$ cat config.mk
export PLATFORM = sky130hd
export DESIGN_NAME = if_fetch_stage
export DESIGN_NICKNAME = d
export VERILOG_FILES = /design/src/rtl/if_fetch_stage.sv
export SDC_FILE = /design/constraint.sdc
export NUM_CORES = 1
export LEC_CHECK = 0
export ABC_CLOCK_PERIOD_IN_PS = 4400
export BUFFER_PORTS_ARGS = -buffer_cell sky130_fd_sc_hd__buf_2
export CORE_MARGIN = 2
export CORE_UTILIZATION = 45
export DETAILED_ROUTE_END_ITERATION = 7
export PLACE_DENSITY = 0.73
export RECOVER_POWER = 25
export REMOVE_ABC_BUFFERS = 1
export SKIP_CTS_REPAIR_TIMING = 1
export SYNTH_ARGS = -nofsm -noshare
export SYNTH_HDL_FRONTEND = slang
export SYNTH_SLANG_ARGS = --single-unit
$ cat constraint.sdc
create_clock -name Clk -period 4.4 [get_ports Clk]
set_input_delay 0.66 -clock Clk [delete_from_list [all_inputs] [get_ports Clk]]
set_output_delay 0.66 -clock Clk [all_outputs]
set_load 0.03 [all_outputs]
$ cat src/rtl/if_fetch_stage.sv
// Instruction-fetch stage: owns the PC, drives the synchronous instruction memory,
// and loads the IF/ID register. Handles start-up fill, stalls, redirects and misaligned-target traps.
module if_fetch_stage #(
  parameter logic [31:0] RESET_PC  = 32'h0000_0000,
  parameter logic [31:0] NOP_INSTN = 32'h0000_0013
) (
  input  logic        Clk,
  input  logic        Reset,
  input  logic        EX_PC_Branch,
  input  logic [31:0] EX_PC_Target,
  input  logic        ID_Stall,
  output logic [31:0] imem_addr,
  output logic        imem_en,
  input  logic [31:0] imem_rd_data,
  output logic [31:0] IF_Instruction,
  output logic [31:0] IF_PC,
  output logic        IF_Valid,
  output logic        IF_Trap,
  output logic [31:0] IF_Trap_PC,
  output logic [15:0] branch_cnt
);

  localparam int unsigned XLEN  = 32;
  localparam int unsigned CNT_W = 16;

  typedef enum logic [1:0] {
    FILL = 2'd0,
    RUN  = 2'd1,
    TRAP = 2'd2
  } state_t;

  state_t            state, state_nxt;
  logic [XLEN-1:0]   pc, pc_nxt;
  logic [XLEN-1:0]   instr_nxt, id_pc_nxt, trap_pc_nxt;
  logic              valid_nxt, trap_nxt;
  logic [CNT_W-1:0]  cnt_nxt;
  logic [XLEN-1:0]   pc_plus4;

  assign pc_plus4 = pc + XLEN'(4);

  // State, PC and IF/ID registers
  always_ff @(posedge Clk) begin
    if (Reset) begin
      state          <= FILL;
      pc             <= RESET_PC;
      IF_Instruction <= NOP_INSTN;
      IF_PC          <= RESET_PC;
      IF_Valid       <= 1'b0;
      IF_Trap        <= 1'b0;
      IF_Trap_PC     <= '0;
      branch_cnt     <= '0;
    end else begin
      state          <= state_nxt;
      pc             <= pc_nxt;
      IF_Instruction <= instr_nxt;
      IF_PC          <= id_pc_nxt;
      IF_Valid       <= valid_nxt;
      IF_Trap        <= trap_nxt;
      IF_Trap_PC     <= trap_pc_nxt;
      branch_cnt     <= cnt_nxt;
    end
  end

  // Next-state, fetch address and IF/ID update; a branch outranks stall and fill
  always_comb begin
    state_nxt   = state;
    pc_nxt      = pc;
    instr_nxt   = IF_Instruction;
    id_pc_nxt   = IF_PC;
    valid_nxt   = IF_Valid;
    trap_nxt    = IF_Trap;
    trap_pc_nxt = IF_Trap_PC;
    cnt_nxt     = branch_cnt;
    imem_addr   = pc;
    imem_en     = 1'b1;

    unique case (state)
      FILL, RUN: begin
        if (EX_PC_Branch) begin
          instr_nxt = NOP_INSTN;
          id_pc_nxt = pc;
          valid_nxt = 1'b0;
          if (EX_PC_Target[1:0] != 2'b00) begin
            state_nxt   = TRAP;
            trap_nxt    = 1'b1;
            trap_pc_nxt = EX_PC_Target;
            imem_en     = 1'b0;
          end else begin
            state_nxt = RUN;
            imem_addr = EX_PC_Target;
            pc_nxt    = EX_PC_Target;
            cnt_nxt   = branch_cnt + CNT_W'(1);
          end
        end else if (state == FILL) begin
          // Memory output not yet valid: re-present pc and insert a bubble
          instr_nxt = NOP_INSTN;
          id_pc_nxt = pc;
          valid_nxt = 1'b0;
          state_nxt = RUN;
        end else if (!ID_Stall) begin
          imem_addr = pc_plus4;
          pc_nxt    = pc_plus4;
          instr_nxt = imem_rd_data;
          id_pc_nxt = pc;
          valid_nxt = 1'b1;
        end
      end
      TRAP: begin
        imem_en   = 1'b0;
        instr_nxt = NOP_INSTN;
        valid_nxt = 1'b0;
      end
      default: begin
        state_nxt = FILL;
      end
    endcase

    if (Reset) begin
      imem_addr = RESET_PC;
      imem_en   = 1'b1;
    end
  end

endmodule

Word level (Yosys, flattened, before mapping)
Cells that the tools add are included.

$add $sub $neg: 2. Equal/unequal tests: 5. Multiplexer cells: 25. Bitwise gates (word level): 2. Reductions and logical operators: 9.

Operator list (count): 2-to-1 mux 32 bit (12); one-hot mux 32 bit (2 select lines) (1); adder 32 x 3 -> 32 bit (second input constant) (1); adder 16 x 1 -> 16 bit (second input constant) (1); 2-to-1 mux 1 bit (6); 2-to-1 mux 2 bit (3); AND reduction 2 bit (3); AND reduction 3 bit (2); inequality test 4 bit (second input constant) (1); one-hot mux 1 bit (2 select lines) (2); one-hot mux 2 bit (2 select lines) (1); nonzero test 2 bit (2); inequality test 3 x 2 -> 1 bit (second input constant) (1); inequality test 3 bit (second input constant) (1); equality test 2 x 1 -> 1 bit (second input constant) (1); equality test 2 bit (second input constant) (1); zero test 2 bit (1); NOT 1 bit (2); OR reduction 2 bit (1).

Bits in registers: 148. Output and inout port bits: 147. Word-level logic and storage cells: 51.

Depth between registers and ports, before layout
Depth in word-level cells: 6. Depth in mapped cells: 7. Depth with buffers taken out: 5.

Least setup slack after synthesis
No wires, ideal clock.

Path kind: input-to-output. Start: input EX_PC_Target[0]. End: output imem_addr[2]. Data arrival time: 3.148 ns. Setup slack: 0.592 ns. Stages: 6. Buffers on the path: 1. Cell sequence: or2_2 -> a21o_1 -> clkbuf_1 -> nor2_1 -> nor2_1 -> a2111oi_0.

Cells in the longest elaborated chain, start to end: 5.

Ends and longest elaborated chain: start: declaration (line 10) `input logic [31:0] EX_PC_Target,`; nonzero test 2 bit (line 83) `if (EX_PC_Target[1:0] != 2'b00) begin`; 2-to-1 mux 32 bit (4 in series); end: declaration (line 12) `output logic [31:0] imem_addr,`.

Every way passes these cells.

Worst setup path in the final report
Start: register state[1]. End: output imem_addr[7].

Cells in the longest elaborated chain, start to end: 5. Elaborated cells on any way between the ends: 7. Those cells by class: 1 x eq/ne; 4 x mux; 2 x reduce/logical.

Ends and longest elaborated chain: start: declaration (line 32) `state_t state, state_nxt;`; start signal: assignment (line 53) `state <= state_nxt;`; zero test 2 bit (line 77, 94); 2-to-1 mux 32 bit (line 94) `end else if (state == FILL) begin`; 2-to-1 mux 32 bit; 2-to-1 mux 32 bit * (2 in series).

Every way passes the cells marked *; elsewhere a longest branch is shown, timed or not.

==> reports/qor.json <==
{
  "run_status": {"value": "complete, no violations"},
  "synth.yosys.seq_area_share": {"value": 0.495},
  "syn_inst": {"value": 730},
  "internal-power": {"value": 2550, "unit": "µW"},
  "final_layout_size_suffix_gt1_frac": {"value": 0.209},
  "core": {"value": 13100, "unit": "µm²"},
  "hold-worst-slack": {"value": 452, "unit": "ps"},
  "die_w": {"value": 119, "unit": "µm"},
  "setup_viol": {"value": 0},
  "layout.cells.most_common": {"value": "sky130_fd_sc_hd__nand2_1"},
  "grt_pass1_wl": {"value": 28.1, "unit": "mm"},
  "post_synth_num_cell_types": {"value": 52},
  "drt_drc_violations_left": {"value": 0},
  "drtPass1Iterations": {"value": 5},
  "hold_path_depth": {"value": 2},
  "grt_pass1_vias": {"value": 5381},
  "overall_routing_resource_usage": {"value": 0.251},
  "reg_to_reg_slack_setup": {"value": 1830, "unit": "ps"},
  "postSynthRegisterBits": {"value": 148},
  "skew": {"value": 7.44, "unit": "ps"},
  "crit_required": {"value": 3740, "unit": "ps"},
  "cts-root-to-sink-buffers": {"value": 2},
  "sw_frac_of_total": {"value": 0.267},
  "postSynth.topFlopCell": {"value": "sky130_fd_sc_hd__dfxtp_1"},
  "grt.overflow.total": {"value": 0},
  "worst_setup_hold_path_clk_slew": {"value": 60, "unit": "ps"},
  "finish.net_count": {"value": 991},
  "worstReg2RegEnd": {"value": "branch_cnt[15]"},
  "cts_num_sinks": {"value": 148},
  "max_freq": {"value": 0.272, "unit": "GHz"},
  "initial_utilization": {"value": 0.456},
  "violation_count_after_the_first_detailed_routing_iteration": {"value": 406},
  "async_flop_share": {"value": 0},
  "drv_cap": {"value": 0},
  "power-per-cell-area": {"value": 452, "unit": "nW/µm²"},
  "areaGrowthSynthToFinish": {"value": 28.7, "unit": "%"},
  "dieArea": {"value": 14200, "unit": "µm²"},
  "io_buffer_count": {"value": 214},
  "cts_root_buf": {"value": "sky130_fd_sc_hd__clkbuf_16"},
  "hold_path.class": {"value": "flip-flop to flip-flop"},
  "wl": {"value": 17.9, "unit": "mm"},
  "via_count": {"value": 5961},
  "worstSetupEndpointType": {"value": "primary output"},
  "cts_tree": {"value": "built"},
  "synth.top_cells.by_area": {"value": "sky130_fd_sc_hd__dfxtp_1 (49%), sky130_fd_sc_hd__nand2_1 (9.6%), sky130_fd_sc_hd__a21oi_1 (6.9%)"},
  "num_antenna_cells": {"value": 0},
  "slew_headroom": {"value": 0.232},
  "place.detailed.hpwl": {"value": 12.2, "unit": "mm"},
  "timing.setup.critical_path_class": {"value": "flip-flop to primary output"},
  "route.antenna.remaining_nets": {"value": 0},
  "grt_setup_unrepaired": {"value": "false"},
  "leakage": {"value": 0.00310, "unit": "µW"},
  "setup.worst_path.end": {"value": "imem_addr[7]"},
  "vdd.ir_drop.worst": {"value": 0.224, "unit": "mV"},
  "mappedNetlistArea": {"value": 5990, "unit": "µm²"},
  "post_drt_via_cell_ratio": {"value": 5.37},
  "antenna_found_initial": {"value": 0},
  "worst_skew_pair.late_latency": {"value": 430, "unit": "ps"},
  "critical_path_arrival": {"value": 3010, "unit": "ps"},
  "power_frac_comb": {"value": 0.128},
  "htree_num_levels": {"value": 4},
  "ys.warnings.count": {"value": 0},
  "timing.rr.start": {"value": "state[1]"},
  "routabilityCongestion": {"value": 0.918},
  "period_needed": {"value": 3670, "unit": "ps"},
  "reg2reg_depth": {"value": 6},
  "routedWlPerCell": {"value": 16.2, "unit": "µm"},
  "setup.worst_path.start": {"value": "state[1]"},
  "layout.core_utilization": {"value": 0.587},
  "die_height": {"value": 119, "unit": "µm"},
  "synth_edf_count": {"value": 0},
  "final-hold-violation-count": {"value": 0},
  "net-switching-power": {"value": 931, "unit": "µW"},
  "cell_taking_the_most_area_after_synthesis": {"value": "sky130_fd_sc_hd__dfxtp_1"},
  "slew_viol_final": {"value": 0},
  "fillCellCount": {"value": 1277},
  "floorplan.rows": {"value": 42},
  "critPathMaxFanout": {"value": 16},
  "mostFrequentLayoutCells": {"value": "sky130_fd_sc_hd__nand2_1 (153), sky130_fd_sc_hd__dfxtp_1 (148), sky130_fd_sc_hd__buf_2 (144)"},
  "inserted_clock_buffers": {"value": 17},
  "postSynthAreaPerCell": {"value": 8.20, "unit": "µm²"},
  "power.share.clock": {"value": 0.452},
  "pin_count": {"value": 215},
  "post-route-period-util": {"value": 0.834},
  "yosysTopAreaCellShare": {"value": 0.495},
  "timing.critical_path.from_type": {"value": "flip-flop"},
  "seqPwrFrac": {"value": 0.420},
  "slew_at_the_pin_closest_to_its_max_slew_limit": {"value": 1150, "unit": "ps"},
  "grt_max_degree": {"value": 69}
}
cell usage after synthesis, drive strengths merged (3+ instances only):
cell	n
nor3	12
a311oi	4
a22oi	29
a211oi	8
and2	5
clkbuf	43
a21oi	82
a21o	4
mux2i	3
nand4	15
o221ai	8
buf	8
nor2	84
dfxtp	148
o21ai	13
and4	5
nand3	12
nor4	11
and3	14
o21a	4
xor2	11
o22ai	4
a2111oi	3
nand2	153
or3	3
or2	4
xnor2	8
inv	5
worst max-delay path: stages (launching register included):
cell                        delay, ps
sky130_fd_sc_hd__dfxtp_1          600
sky130_fd_sc_hd__o21ba_2          260
sky130_fd_sc_hd__nand4_1          430
sky130_fd_sc_hd__o21bai_1         290
sky130_fd_sc_hd__a21oi_1           90
sky130_fd_sc_hd__a2111oi_0        600
sky130_fd_sc_hd__buf_2            320
power by group through the flow:
stage                     clock (µW)  combinational, µW  sequential, µW
after floorplan                    0                199            1550
after global placement             0                449            1490
after detailed placement           0                453            1490
after CTS                       1600                455            1460
after global routing            1650                481            1470
final                           1580                446            1460
routing by layer:
layer	track usage	part of all wire
met5	0	0
met1	0.339	0.44
met2	0.382	0.45
met3	0.0800	0.093
met4	0.0787	0.017
cell type report:
type | instances | area [µm²] | share of cell area
Timing Repair Buffer | 223 | 1050 | 0.136
Clock inverter | 8 | 145 | 0.0188
Tap cell | 176 | 220 | 0.0286
Multi-Input combinational cell | 526 | 2810 | 0.364
Clock buffer | 24 | 502 | 0.0651
Sequential cell | 148 | 2960 | 0.384
Inverter | 5 | 18.8 | 0.00244
sequential cells by signal, indices dropped and copies added (netlist names):
signal / flops
IF_Instruction: 32
IF_PC: 32
IF_Trap_PC: 32
pc: 32
branch_cnt: 16
state: 2
IF_Trap: 1
IF_Valid: 1
how the worst min path moves through the flow:
stage | from | end | slack [ps]
global route | IF_PC[20] | IF_PC[20] | 470
finish | IF_Trap_PC[22] | IF_Trap_PC[22] | 450
detailed placement | IF_PC[19] | IF_PC[19] | 440
CTS | imem_rd_data[0] | IF_Instruction[0] | 450
floorplan | pc[0] | IF_PC[0] | 420
global placement | IF_Trap_PC[23] | IF_Trap_PC[23] | 440
through the flow:
stage	cells	cell area, µm²	total power [µW]	TNS [ps]	worst slack (ps)
after floorplan	679	5780	1750	-61.3	-61.3
after global placement	1078	7160	1940	0	1040
after detailed placement	1078	7160	1940	0	1010
after CTS	1110	7800	3510	0	749
after global routing	1110	7710	3610	0	458
final	1110	7710	3480	0	729
logic make-up after synthesis:
logic type / Yosys count / share of synthesized area
flip-flops: 148 / 0.495
multiplexers: 4 / 0.00690
adder cells (fa/ha/maj): 2 / 0.00418
AND/OR/NAND/NOR: 327 / 0.246
AO/OA/AOI/OAI: 174 / 0.183
XOR/XNOR: 19 / 0.0278
buffers and inverters: 56 / 0.0372
No activity file was read; power rests on OpenSTA's default activity.
